--- src/rtl/lc4_fetch_pkg.sv ---
// Shared types and constants for the LC4 instruction fetch requester.
// Holds the fetch pair bundle, the reset PC and the memory latency limit.
package lc4_fetch_pkg;

  localparam logic [15:0] LC4_RESET_PC        = 16'h8200;
  localparam int          LC4_MAX_MEM_LATENCY = 8;

  typedef struct packed {
    logic [15:0] pc;
    logic [15:0] insn1;
    logic [15:0] insn2;
  } fetch_pair_t;

endpackage

--- src/rtl/lc4_fetch_fifo.sv ---
// Pair FIFO with a registered head, synchronous flush and async reset.
// Ports: i_push/i_data in, i_pop, i_flush, o_count, o_valid, o_head out.
module lc4_fetch_fifo
  import lc4_fetch_pkg::*;
#(
  parameter  int DEPTH = 4,
  localparam int AW    = $clog2(DEPTH),
  localparam int CW    = AW + 1
) (
  input  logic          clk,
  input  logic          rst,
  input  logic          i_push,
  input  fetch_pair_t   i_data,
  input  logic          i_pop,
  input  logic          i_flush,
  output logic [CW-1:0] o_count,
  output logic          o_valid,
  output fetch_pair_t   o_head
);

  fetch_pair_t   r_mem [DEPTH];
  logic [AW-1:0] r_wr;
  logic [AW-1:0] r_rd;
  logic [CW-1:0] r_count;
  logic          r_valid;
  fetch_pair_t   r_head;

  logic          w_pop;
  logic          w_push;
  logic [AW-1:0] w_rd_n;
  logic [CW-1:0] w_left;
  logic [CW-1:0] w_cnt_n;
  fetch_pair_t   w_head_n;

  assign w_pop   = i_pop & r_valid;
  assign w_push  = i_push & ((r_count != CW'(DEPTH)) | w_pop);
  assign w_rd_n  = r_rd + AW'(w_pop);
  assign w_left  = r_count - CW'(w_pop);
  assign w_cnt_n = w_left + CW'(w_push);

  // Once the pop drains the queue, the new head is the entry being
  // written this cycle, so bypass it straight into the head register.
  assign w_head_n = (w_left == '0) ? i_data : r_mem[w_rd_n];

  always_ff @(posedge clk) begin
    if (w_push && !i_flush) begin
      r_mem[r_wr] <= i_data;
    end
  end

  always_ff @(posedge clk or posedge rst) begin
    if (rst) begin
      r_wr    <= '0;
      r_rd    <= '0;
      r_count <= '0;
      r_valid <= 1'b0;
      r_head  <= '0;
    end else if (i_flush) begin
      r_wr    <= '0;
      r_rd    <= '0;
      r_count <= '0;
      r_valid <= 1'b0;
    end else begin
      if (w_push) r_wr <= r_wr + AW'(1);
      r_rd    <= w_rd_n;
      r_count <= w_cnt_n;
      r_valid <= (w_cnt_n != '0);
      if (w_cnt_n != '0) r_head <= w_head_n;
    end
  end

  assign o_count = r_count;
  assign o_valid = r_valid;
  assign o_head  = r_head;

endmodule

--- src/rtl/lc4_fetch_requester.sv ---
// LC4 dual-port instruction fetch initiator with latency tracking and FIFO.
// Ports: gwe/rst control, i1/i2 read ports, redirect, out_* decode handshake.
module lc4_fetch_requester
  import lc4_fetch_pkg::*;
#(
  parameter int          LATENCY    = 0,
  parameter int          FIFO_DEPTH = 4,
  parameter logic [15:0] RESET_PC   = LC4_RESET_PC
) (
  input  logic        clk,
  input  logic        rst,
  input  logic        gwe,
  output logic        i1re,
  output logic        i2re,
  output logic [15:0] i1addr,
  output logic [15:0] i2addr,
  input  logic [15:0] i1in,
  input  logic [15:0] i2in,
  input  logic        redirect_valid,
  input  logic [15:0] redirect_pc,
  output logic        out_valid,
  input  logic        out_ready,
  output logic [15:0] out_pc,
  output logic [15:0] out_insn1,
  output logic [15:0] out_insn2
);

  localparam int CW = $clog2(FIFO_DEPTH) + 1;

  logic [15:0]   r_pc;
  logic [CW-1:0] w_fcount;
  logic [3:0]    w_infl;
  logic          w_credit;
  logic          w_issue;
  logic          w_redir;
  logic          w_cap;
  logic [15:0]   w_cap_pc;
  logic          w_pop;
  fetch_pair_t   w_head;

  assign w_redir  = gwe & redirect_valid;
  // In-flight requests already own a FIFO slot, so the FIFO cannot overflow.
  assign w_credit = (int'(w_fcount) + int'(w_infl)) < FIFO_DEPTH;
  assign w_issue  = ~rst & gwe & ~redirect_valid & w_credit;

  assign i1re   = w_issue;
  assign i2re   = w_issue;
  assign i1addr = r_pc;
  assign i2addr = r_pc + 16'd1;

  always_ff @(posedge clk or posedge rst) begin
    if (rst) begin
      r_pc <= RESET_PC;
    end else if (w_redir) begin
      r_pc <= redirect_pc;
    end else if (w_issue) begin
      r_pc <= r_pc + 16'd2;
    end
  end

  if (LATENCY == 0) begin : g_lat0
    assign w_cap    = w_issue;
    assign w_cap_pc = r_pc;
    assign w_infl   = 4'd0;
  end else begin : g_pipe
    logic        r_vld [LATENCY];
    logic [15:0] r_spc [LATENCY];
    logic [3:0]  r_cnt;

    assign w_cap    = r_vld[LATENCY-1] & gwe & ~redirect_valid;
    assign w_cap_pc = r_spc[LATENCY-1];
    assign w_infl   = r_cnt;

    always_ff @(posedge clk or posedge rst) begin
      if (rst) begin
        for (int i = 0; i < LATENCY; i++) begin
          r_vld[i] <= 1'b0;
          r_spc[i] <= '0;
        end
        r_cnt <= '0;
      end else if (gwe) begin
        r_spc[0] <= r_pc;
        for (int i = 1; i < LATENCY; i++) begin
          r_spc[i] <= r_spc[i-1];
        end
        if (redirect_valid) begin
          for (int i = 0; i < LATENCY; i++) begin
            r_vld[i] <= 1'b0;
          end
          r_cnt <= '0;
        end else begin
          r_vld[0] <= w_issue;
          for (int i = 1; i < LATENCY; i++) begin
            r_vld[i] <= r_vld[i-1];
          end
          r_cnt <= r_cnt + 4'(w_issue) - 4'(r_vld[LATENCY-1]);
        end
      end
    end
  end

  assign w_pop = out_valid & out_ready & gwe & ~redirect_valid;

  lc4_fetch_fifo #(
    .DEPTH (FIFO_DEPTH)
  ) u_fifo (
    .clk     (clk),
    .rst     (rst),
    .i_push  (w_cap),
    .i_data  ('{pc: w_cap_pc, insn1: i1in, insn2: i2in}),
    .i_pop   (w_pop),
    .i_flush (w_redir),
    .o_count (w_fcount),
    .o_valid (out_valid),
    .o_head  (w_head)
  );

  assign out_pc    = w_head.pc;
  assign out_insn1 = w_head.insn1;
  assign out_insn2 = w_head.insn2;

endmodule

--- config.mk ---
export PLATFORM = sky130hd
export DESIGN_NAME = lc4_fetch_requester
export DESIGN_NICKNAME = d
export VERILOG_FILES = /design/src/rtl/lc4_fetch_pkg.sv /design/src/rtl/lc4_fetch_fifo.sv /design/src/rtl/lc4_fetch_requester.sv
export SDC_FILE = /design/constraint.sdc
export NUM_CORES = 1
export LEC_CHECK = 0
export CAP_MARGIN = 25
export CORE_MARGIN = 4
export CORE_UTILIZATION = 59
export DETAILED_ROUTE_END_ITERATION = 6
export GPL_ROUTABILITY_DRIVEN = 1
export PLACE_DENSITY = 0.86
export SYNTH_ARGS = -nofsm -noshare
export SYNTH_HDL_FRONTEND = slang
export SYNTH_SLANG_ARGS = --single-unit
--- constraint.sdc ---
create_clock -name clk -period 5.6 [get_ports clk]
set_input_delay 1.4 -clock clk [delete_from_list [all_inputs] [get_ports clk]]
set_output_delay 1.4 -clock clk [all_outputs]
set_load 0.02 [all_outputs]
Word-level counts from Yosys, hierarchy flattened
Memories as Yosys holds them, arrays and structs flattened.
Index checks and enable logic that the tools add are counted.
{"block": "totals", "wordCells": 47, "reg_bits": 72, "in_bits": 53, "ram_bits": 192, "output_inout_bits": 83, "mem_count": 1}
{"block": "classes", "eq_ne": 1, "addsub": 6, "magnitude_cmp": 1, "n_reduce_logical": 7, "n_mux": 10, "n_bitwise": 13}
{"memory": "u_fifo.r_mem", "depth": 4, "word_bits": 48, "read_ports": 1, "rd_clocked_by_memory_dff": 0, "write_ports": 1, "line_no": "lc4_fetch_fifo.sv:21", "rtl": "fetch_pair_t r_mem [DEPTH];"}
{"cell": "2-to-1 mux 48 bit", "n": 1}
{"cell": "2-to-1 mux 16 bit", "n": 2}
{"cell": "adder 16 x 1 -> 16 bit (second input constant)", "n": 1}
{"cell": "adder 16 x 2 -> 16 bit (second input constant)", "n": 1}
{"cell": "AND 1 bit", "n": 9}
{"cell": "2-to-1 mux 2 bit", "n": 3}
{"cell": "nonzero test 2 bit", "n": 2}
{"cell": "adder 3 x 1 -> 3 bit", "n": 1}
{"cell": "zero test 3 bit", "n": 1}
{"cell": "< comparator 3 bit (second input constant)", "n": 1}
{"cell": "2-to-1 mux 1 bit", "n": 3}
{"cell": "2-to-1 mux 3 bit", "n": 1}
{"cell": "inequality test 3 bit (second input constant)", "n": 1}
{"cell": "inverter 1 bit", "n": 3}
{"cell": "nonzero test 3 bit", "n": 1}
{"cell": "subtractor 3 x 1 -> 3 bit", "n": 1}
{"cell": "adder 2 x 1 -> 2 bit", "n": 1}
{"cell": "adder 2 x 1 -> 2 bit (second input constant)", "n": 1}
{"cell": "AND reduction 2 bit", "n": 1}
{"cell": "logical AND 1 bit", "n": 1}
{"cell": "zero test 1 bit", "n": 1}
{"cell": "OR 1 bit", "n": 1}

Depth between registers and ports, before layout
Gate-level depths: netlist of run 1.
{"block": "logic_depth", "depth_word": 9, "ltp_mapped": 11, "mapped_depth_nobuf": 9}

Hierarchy
A second synthesis of run 1 with hierarchy kept.
{"block": "hier_totals", "hier_cells": 696, "area_unflattened_um2": 10680.2}
{"module": "lc4_fetch_fifo", "n_inst": 1, "area_each_um2": 9569.2, "cells_per_inst": 560, "seq_area_each_um2": 7166.9}
{"module": "lc4_fetch_requester", "n_inst": 1, "area_each_um2": 1111.1, "cells_per_inst": 136, "seq_area_each_um2": 402.9}

Least setup slack after synthesis of run 1
No wires, ideal clock.
{"block": "synth_path", "path_type": "input -> register", "from": "input port redirect_valid", "to": "memory u_fifo.r_mem[0][0] (netlist bit), enable pin", "setup_slack_ns": 1.380, "required_ns": 5.190, "t_arrival_ns": 3.810, "setup_ns": 0.410, "cell_stages": 5, "n_path_buf": 2, "path_cell_list": "or4b_1 buf_2 inv_2 clkbuf_1 and2_1"}
{"block": "synth_via", "elab_cells_between_ends": 12, "classes_between": "mux (2); bitwise (8); reduce/logical (2)"}
{"element": "start: declaration", "line_no": "lc4_fetch_requester.sv:19", "rtl": "input logic redirect_valid,"}
{"element": "inverter 1 bit", "line_no": "lc4_fetch_requester.sv:44", "rtl": "assign w_issue = ~rst & gwe & ~redirect_valid & w_credit;"}
{"element": "AND 1 bit (2 in series)", "line_no": "lc4_fetch_requester.sv:44"}
{"element": "net i1re", "line_no": "lc4_fetch_requester.sv:13", "rtl": "output logic i1re,"}
{"element": "AND 1 bit", "line_no": "lc4_fetch_fifo.sv:36", "rtl": "assign w_push = i_push & ((r_count != CW'(DEPTH)) | w_pop);"}
{"element": "logical AND 1 bit", "line_no": "lc4_fetch_fifo.sv:46", "rtl": "if (w_push && !i_flush) begin"}
{"element": "2-to-1 mux 1 bit", "line_no": "lc4_fetch_fifo.sv:46"}
{"element": "2-to-1 mux 1 bit (implied by the code)", "line_no": "lc4_fetch_fifo.sv:47", "rtl": "r_mem[r_wr] <= i_data;"}
{"element": "end: declaration", "line_no": "lc4_fetch_fifo.sv:21"}
The timed path passes the listed nets, and every way through them passes these cells.

Worst setup path after layout of run 1
{"block": "layout_path", "from": "input port redirect_valid", "to": "output port i1re"}
{"block": "layout_via", "elab_chain_len": 3}
{"element": "inverter 1 bit", "line_no": "lc4_fetch_requester.sv:44"}
{"element": "AND 1 bit (2 in series)", "line_no": "lc4_fetch_requester.sv:44"}
{"element": "end: declaration", "line_no": "lc4_fetch_requester.sv:13"}
Every way passes these cells.

==> metrics.csv, run 1 <==
metric,value,unit
outcome,"complete, no violations",
"Setup Fix Bufs, Post-CTS",0,
leading register cell type out of synthesis,edfxtp_1,
Slew HR,0.3782,
Worst R2R Setup Slack,2.37,ns
Max Slew Vio Count,0,
first-pass GRT wire length,38240,microns
clk sinks,264,
Mean Syn Cell Area,17.70,sq um
Tot GR Track Use,0.2462,
Pleak,4.502,nW
vias in the first global route,6737,
hold path startpoint,u_fifo.r_wr[0],
Pre-antenna DRT Iters,5,
max cap viols,0,
Root Driver,clkbuf_16,
CP required,4.20,ns
htree depth,1,
Synth Net Count,662,
pin count of the biggest net entering global routing,55,
Syn Std Cell Area,10580,sq um
Worst Setup EP,i1re,
CP Capture Type,output pin,
Synth Area in Compound Gates,0.08962,
via count,6105,
Die W,141.9,microns
f_max,203.5,MHz
Starting Density,0.6076,
critical path startpoint category,input pin,
hold crit path type,flip-flop to flip-flop,
initial antenna violation count,0,
Core ar.,17420,sq um
final net count,802,
Synth Area in XOR/XNOR,0.01951,
hpwl dp,14320,microns
crit path kind,input pin to output pin,
post-synthesis adder-cell area fraction,0.01301,
cts hold-fix bufs,0,
Ports,136,
TritonCTS clock tree,done,
Worst R2R Start,u_fifo.o_count[2],
CTS buffer count,25,
"commonest non-fill, non-tap cell in the layout",edfxtp_1,
RR Endpoint,u_fifo.o_head[12],
setup TNS,0,ns
"commonest non-fill, non-tap cells in the layout","edfxtp_1, clkdlybuf4s50_1, dfrtp_1, mux4_2",
Antenna diodes,0,
Synthesis Warnings,0,
Tcrit/Tclk final,0.8774,
Tmin final,4.914,ns
Routed wire per std cell,24.64,microns
ys async rst share,0.2727,
"Seq/Total Area, Yosys",0.7153,
die area,20140,sq um
"EDFF count, synth",192,
total congestion overflow,0,
pwr/cell area,504.8,nW/um^2
Simple-Gate Fraction of Synth Area,0.04020,
Cell Rows,48,
#FFs+latches synth,264,
via-per-instance ratio,6.223,
DP Area,12230,sq um
Post-Synthesis Cells,598,
die span in y,141.9,microns
CP arrival,3.51,ns
RSZ-0062 raised after global routing,no,
worst-path fanout max,15,
DRT Wirelength,24180,microns
worst-case clock buffer depth,3,
fill count,973,
buffers added on ports,135,
Initial DRC Count,524,
clk_lat worst skew,0.52,ns
post-route DRC violation count,0,
fraction of layout cells with a size suffix above 1,0.1601,
clock-pin slew of the registers on the worst-case setup and hold paths,0.06,ns
routability cong.,0.8322,
ANT nets after route,0,
post-cts sizing count,0,
Worst R2R Path Depth,10,
worst slew pin tran,0.9327,ns
Layout Area Growth over Synthesis,23.93,%
crit path from,redirect_valid,
Clock Skews,0.01440,ns
final setup fails,0,
largest family of logic cells by synthesized area,multiplexers,
fin area,13120,sq um
Final Hold Vio Count,0,
Max IR drop VDD,325.3,uV
Unique masters post-synth,46,
mux contribution to synthesized area,0.1031,
## synth_stat cells, drive strengths merged, types with 2 or more instances
| master | number | share of area |
|---|---|---|
| o311ai | 3 | 0.0025 |
| and3 | 4 | 0.0024 |
| o22a | 47 | 0.039 |
| dfstp | 2 | 0.0050 |
| and4 | 2 | 0.0017 |
| a21oi | 2 | 0.00095 |
| o21a | 47 | 0.033 |
| nand2 | 22 | 0.0078 |
| or4 | 2 | 0.0014 |
| nor2 | 16 | 0.0057 |
| xor2 | 12 | 0.0099 |
| a31oi | 4 | 0.0024 |
| inv | 10 | 0.0035 |
| edfxtp | 192 | 0.54 |
| dfrtp | 70 | 0.17 |
| buf | 16 | 0.0072 |
| xnor2 | 9 | 0.0074 |
| or4b | 3 | 0.0028 |
| o21ai | 8 | 0.0038 |
| or3 | 3 | 0.0022 |
| and2 | 9 | 0.0053 |
| o31ai | 2 | 0.0014 |
| nor3 | 4 | 0.0019 |
| nor4 | 2 | 0.0012 |
| nand4 | 5 | 0.0030 |
| nand3 | 7 | 0.0033 |
| clkbuf | 24 | 0.0085 |
| ha | 11 | 0.013 |
| mux4 | 48 | 0.10 |
## worst max-delay path: stages
cell and delay [ns]:
clkdlybuf4s50_1 0.46, or4b_1 0.57, buf_4 0.20, inv_2 0.21
clkdlybuf4s50_1 0.66
## cell type report
class / instances / area (sq um) / share of cell area
Sequential cell: 264 / 7570 / 0.5772
Multi-Input combinational cell: 284 / 2859 / 0.2180
Timing Repair Buffer: 153 / 1499 / 0.1143
Clock buffer: 32 / 701.9 / 0.05352
Tap cell: 225 / 281.5 / 0.02147
Clock inverter: 13 / 165.2 / 0.01259
Inverter: 10 / 38.79 / 0.002957
## worst min path at each step
stage / to / cells past startpoint
floorplan: u_fifo.r_wr[0] / 1
global placement: u_fifo.r_wr[0] / 1
detailed placement: u_fifo.r_wr[0] / 1
CTS: u_fifo.r_wr[0] / 1
global route: u_fifo.r_mem[0][47] / 0
finish: u_fifo.r_wr[0] / 1
## metal layers
layer	part of all wire	up-vias	track usage
li1	-	2657	-
met1	0.40	3142	0.3420
met2	0.52	267	0.4191
met3	0.063	39	0.03472
met4	0.021	0	0.06414
met5	0	-	0
## per-stage QoR
step / util / setup WS, ns / hold slack [ns] / std cells / power [W]
after floorplan: - / 1.380 / 0.5138 / 598 / 0.004002
after global placement: 0.7021 / 0.7497 / 0.5422 / 935 / 0.004771
after detailed placement: 0.7021 / 0.6877 / 0.5647 / 935 / 0.004873
after CTS: 0.7519 / 0.7019 / 0.5684 / 980 / 0.006662
after global routing: 0.7530 / 0.6197 / 0.6201 / 981 / 0.006914
final: 0.7530 / 0.6864 / 0.5820 / 981 / 0.006621
## report_power, final
| group | switching [W] | total [W] | internal (W) |
|---|---|---|---|
| combinational | 0.00114 | 0.00225 | 0.00111 |
| sequential | 0.000214 | 0.00261 | 0.00240 |
| clock | 0.000695 | 0.00176 | 0.00107 |
## state kept, by name, summed over array words and instances, names as in the netlist
register and count:
u_fifo.r_rd 2, u_fifo.o_head 48, i1addr 16, u_fifo.o_count 3, u_fifo.r_mem 192, u_fifo.o_valid 1, u_fifo.r_wr 2
## kinds of logic (layout without fill, tap and decap cells)
| kind of cell | Yosys count | in the layout |
|---|---|---|
| simple gates | 81 | 81 |
| mux | 49 | 49 |
| xor+xnor | 22 | 22 |
| flops | 264 | 264 |
| fa+ha+maj | 11 | 11 |
| compound gates | 121 | 121 |
| buf+inv | 50 | 208 |
(Power assumes the default switching activity.)
==> inputs of run 2 (changes only) <==
PLACE_DENSITY = 0.84   (was 0.86)
==> run 2 against run 1 <==
Global-route usage is 1.3 points lower. Largest power group unchanged. Sequential power hardly changed. Fmax is 2.2% lower. Critical endpoint unchanged. Critical path type unchanged. Clock skew hardly changed. Final cell count is 0.41% lower.
==> metrics.csv, run 2 (synthesized netlist as in run 1, its figures left out) <==
metric,value,unit
worst slew pin tran,0.8734,ns
hpwl dp,13180,microns
TritonCTS clock tree,done,
DRT Wirelength,22940,microns
fraction of layout cells with a size suffix above 1,0.1503,
total chip power,0.006570,W
"commonest non-fill, non-tap cells in the layout","edfxtp_1, clkdlybuf4s50_1, dfrtp_1, mux4_2",
worst-case clock buffer depth,3,
Starting Density,0.6076,
Tot GR Track Use,0.2336,
Routed wire per std cell,23.48,microns
total congestion overflow,0,
Slew HR,0.4177,
Ports,136,
Pre-antenna DRT Iters,4,
pwr/cell area,501.0,nW/um^2
routed wl met2,11580,microns
"commonest non-fill, non-tap cell in the layout",edfxtp_1,
clock-pin slew of the registers on the worst-case setup and hold paths,0.06,ns
critical path startpoint category,input pin,
pre-CTS setup slack,0.6183,ns
Worst R2R Path Depth,9,
RR Endpoint,u_fifo.o_head[46],
Core ar.,17420,sq um
setup TNS,0,ns
Initial DRC Count,467,
Root Driver,clkbuf_16,
via count,6048,
initial antenna violation count,0,
crit path kind,input pin to output pin,
Clock Skews,0.01391,ns
vias in the first global route,6631,
ANT nets after route,0,
Max Slew Vio Count,0,
met1 wire length,9524,microns
Layout Area Growth over Synthesis,23.92,%
Die W,141.9,microns
die area,20140,sq um
outcome,"complete, no violations",
post-cts sizing count,0,
hold crit path type,flip-flop to flip-flop,
first-pass GRT wire length,36600,microns
CP required,4.20,ns
Max IR drop VDD,330.1,uV
Pleak,4.474,nW
clk sinks,264,
buffers added on ports,135,
max cap viols,0,
Tmin final,5.023,ns
CP Capture Type,output pin,
CTS buffer count,26,
f_max,199.1,MHz
Cell Rows,48,
post-route DRC violation count,0,
PnR worst setup slack,0.5770,ns
routed wl met3,1470,microns
CP arrival,3.62,ns
Worst R2R Start,u_fifo.o_count[2],
Worst Setup EP,i1re,
"Setup Fix Bufs, Post-CTS",0,
Tcrit/Tclk final,0.8970,
htree depth,1,
via-per-instance ratio,6.190,
Fin Hold WS,0.5783,ns
max FFs per register,192,
cts hold-fix bufs,0,
routability cong.,0.8282,
clk_lat worst skew,0.51,ns
Reg with most FFs,u_fifo.r_mem,
worst-path fanout max,15,
crit path from,redirect_valid,
final net count,796,
final setup fails,0,
uppermost routed layer,met4,
RSZ-0062 raised after global routing,no,
die span in y,141.9,microns
Final Hold Vio Count,0,
Antenna diodes,0,
pin count of the biggest net entering global routing,51,
Worst Hold Depth,2,
Worst R2R Setup Slack,2.14,ns
==> run 2: worst min path at each step <==
| stage | endpoint | slack [ns] | from |
|---|---|---|---|
| after global routing | u_fifo.o_head[1] | 0.59 | u_fifo.o_head[1] |
| final | u_fifo.o_head[1] | 0.58 | u_fifo.o_head[1] |
| after floorplan | u_fifo.r_wr[0] | 0.51 | u_fifo.r_wr[0] |
| after global placement | u_fifo.o_head[1] | 0.53 | u_fifo.o_head[1] |
| after detailed placement | u_fifo.r_wr[0] | 0.58 | u_fifo.r_wr[0] |
| after CTS | u_fifo.r_wr[0] | 0.59 | u_fifo.r_wr[0] |
==> run 2: power breakdown <==
part	internal (W)	switching, W	leakage [nW]
logic	0.00112	0.00114	1.50
registers	0.00240	0.000204	2.55
clock network	0.00103	0.000684	0.421
==> run 2: stage by stage <==
stage          utilization  area [sq um]  std cells
2_1_floorplan            -         10580        598
3_3_place_gp        0.7019         12230        928
3_5_place_dp        0.7019         12230        928
4_1_cts             0.7514         13090        976
5_1_grt             0.7529         13110        977
6_report            0.7529         13110        977
==> run 2: area by class of cell <==
| class | count | area, sq um |
|---|---|---|
| Clock buffer | 39 | 760.7 |
| Clock inverter | 9 | 100.1 |
| Fill cell | 996 | 4303 |
| Inverter | 10 | 38.79 |
| Multi-Input combinational cell | 284 | 2859 |
| Sequential cell | 264 | 7570 |
| Tap cell | 225 | 281.5 |
| Timing Repair Buffer | 146 | 1504 |
==> run 2: layer usage <==
layer | up-vias | global-route usage
met4 | 0 | 0.05000
li1 | 2641 | -
met1 | 3126 | 0.3332
met5 | - | 0
met2 | 250 | 0.3872
met3 | 31 | 0.04280
==> run 2: worst max-delay path, stage by stage <==
cell	delay [ns]
clkdlybuf4s50_1	0.48
or4b_1	0.78
inv_2	0.30
clkdlybuf4s50_1	0.66
==> inputs of run 3 (changes only) <==
SYNTH_HIERARCHICAL = 1   (was unset)
==> run 3 against run 2 <==
Non-clock buffer count rose by 3. Clock-buffer cell count fell by 6. Final area is 0.18% lower. Worst setup slack improved by 0.13 ns. Clock power shrank 6%. Critical endpoint unchanged. Worst hold slack lost 0.029 ns. Final cell count rose by 9.9%. Routed wire length rose by 9.1%. Utilization decreased by 0.65 points. Total power down 7.1%. Sequential share of layout area rose by 0.10 points.
==> metrics.csv, run 3 <==
metric,value,unit
Tmin final,4.896,ns
Max Slew Vio Count,0,
max cap viols,0,
Max IR drop VDD,285.4,uV
worst slew pin tran,0.7892,ns
Register Area,7570,sq um
final net count,894,
"area leader, netlist",edfxtp_1,
f_max,204.3,MHz
Synth Net Count,760,
Tcrit/Tclk final,0.8743,
pre-CTS setup slack,0.6646,ns
hold path startpoint,u_fifo/o_head[11],
Reg with most FFs,u_fifo/r_mem,
hold crit path type,flip-flop to flip-flop,
Clock Skews,0.02568,ns
die area,20320,sq um
Worst R2R Start,u_fifo/o_count[2],
WHS Endpoint,u_fifo/o_head[11],
PnR worst setup slack,0.7042,ns
Die W,142.5,microns
most common cell in the netlist,edfxtp_1,
routability cong.,0.9029,
ys async rst share,0.2727,
via-per-instance ratio,6.065,
Fin Hold WS,0.5489,ns
setup TNS,0,ns
cts hold-fix bufs,0,
worst-path fanout max,11,
"EDFF count, synth",192,
Ports,136,
WP buf/inv,3,
final setup fails,0,
hpwl dp,14410,microns
Post-Synthesis Cells,696,
clk_lat worst skew,0.52,ns
post-route DRC violation count,0,
die span in y,142.5,microns
Pleak,4.580,nW
"commonest non-fill, non-tap cells in the layout","edfxtp_1, clkdlybuf4s50_1, nand2_1, dfrtp_1, nor2_1",
Starting Density,0.6090,
pwr/cell area,466.3,nW/um^2
Core ar.,17540,sq um
Initial DRC Count,595,
Synthesis Warnings,6,
Antenna diodes,0,
Layout Area Growth over Synthesis,22.56,%
Worst Hold Depth,2,
crit path from,rst,
Crit-path slowest cell,or4b_1,
CP required,4.20,ns
vias in the first global route,6994,
fraction of layout cells with a size suffix above 1,0.1319,
Mean Syn Cell Area,15.35,sq um
Routed wire per std cell,23.30,microns
htree depth,1,
Worst R2R Setup Slack,1.99,ns
ANT nets after route,0,
DRT Wirelength,25030,microns
Unique masters post-synth,34,
"Seq/Total Area, Yosys",0.7088,
Cell Rows,48,
#FFs+latches synth,264,
crit path cell chain,"clkdlybuf4s50_1, or4b_1, clkinv_1, clkdlybuf4s50_1",
Worst R2R Path Depth,10,
outcome,"complete, no violations",
post-synth top area share,0.5398,
critical path's top delay family,buffers and inverters,
Pre-antenna DRT Iters,5,
Root Driver,clkbuf_16,
TritonCTS clock tree,done,
clock-pin slew of the registers on the worst-case setup and hold paths,0.06,ns
Final Hold Vio Count,0,
synth cell count leaders,"edfxtp_1, nand2_1, dfrtp_1",
leading register cell type out of synthesis,edfxtp_1,
CP max stage delay,0.67,ns
Worst path most repeated cell,clkdlybuf4s50_1,
Syn Std Cell Area,10680,sq um
Tot GR Track Use,0.2506,
initial antenna violation count,0,
fill count,983,
crit path kind,input pin to output pin,
"Setup Fix Bufs, Post-CTS",0,
worst-case clock buffer depth,3,
pin count of the biggest net entering global routing,66,
total chip power,0.006104,W
buffers added on ports,135,
max FFs per register,192,
Slew HR,0.4739,
largest cells by area after synthesis,"edfxtp_1, dfrtp_1, mux4_2",
CTS buffer count,25,
CP Capture Type,output pin,
RR Endpoint,u_fifo/o_head[16],
"commonest non-fill, non-tap cell in the layout",edfxtp_1,
combined area of the multi-input logic cells,2903,sq um
RSZ-0062 raised after global routing,no,
total congestion overflow,0,
first-pass GRT wire length,39380,microns
CP arrival,3.50,ns
clk sinks,264,
critical path startpoint category,input pin,
via count,6514,
post-cts sizing count,0,
run 3: cell count changes after synthesis, moves of 4 or more:
cell	delta
o22a_1	-47
o21ai_1	+4
nand2_1	+96
a31oi_1	+48
o21a_1	-47
nor2_1	+46
clkbuf_1	-8
nor3_1	-4
buf_2	+7
xnor2_1	+4
buf_1	-4
nor2b_1	+5
buf_4	+6
run 3: how the worst max path moves through the flow:
stage | to | cells past startpoint
after detailed placement | u_fifo/o_head[19] | 11
after global routing | i1re | 4
after global placement | i1re | 4
after floorplan | u_fifo/r_mem[0][0] | 6
after CTS | i1re | 4
final | i1re | 4
run 3: area by class of cell:
| type | instances | area share |
|---|---|---|
| Sequential cell | 264 | 0.5783 |
| Timing Repair Buffer | 149 | 0.1157 |
| Clock inverter | 13 | 0.006978 |
| Inverter | 12 | 0.003441 |
| Multi-Input combinational cell | 378 | 0.2218 |
| Tap cell | 225 | 0.02151 |
| Clock buffer | 33 | 0.05238 |
run 3: metal layers:
metal / up-vias / track usage / share of wire
li1: 2857 / - / -
met2: 327 / 0.4233 / 0.51
met3: 28 / 0.04402 / 0.074
met4: 0 / 0.06453 / 0.015
met5: - / 0 / 0
met1: 3302 / 0.3448 / 0.40
run 3: worst min-delay path, stage by stage (launching register included):
cell     delay [ns]
dfrtp_1        0.34
nor2_1         0.05
a31oi_1        0.12
run 3: report_power, final:
part	leakage [nW]	total, W	switching, W	internal, W
clock network	0.384	0.00161	0.000699	0.000908
logic	1.63	0.00191	0.00113	0.000784
registers	2.57	0.00259	0.000212	0.00238
total	4.58	0.00610	0.00204	0.00407
run 3: cell families after synthesis:
kind of cell | share of synthesized area
AO/OA/AOI/OAI | 0.03936
XOR/XNOR | 0.02507
adder cells (fa/ha/maj) | 0.01289
buffers and inverters | 0.02413
flip-flops | 0.7088
multiplexers | 0.1022
AND/OR/NAND/NOR | 0.08763
run 3: per-stage QoR:
stage	cell area, sq um	util	cells
after floorplan	10680	-	696
after global placement	12290	0.7006	1027
after detailed placement	12290	0.7006	1027
after CTS	13060	0.7449	1073
after global routing	13090	0.7464	1074
final	13090	0.7464	1074
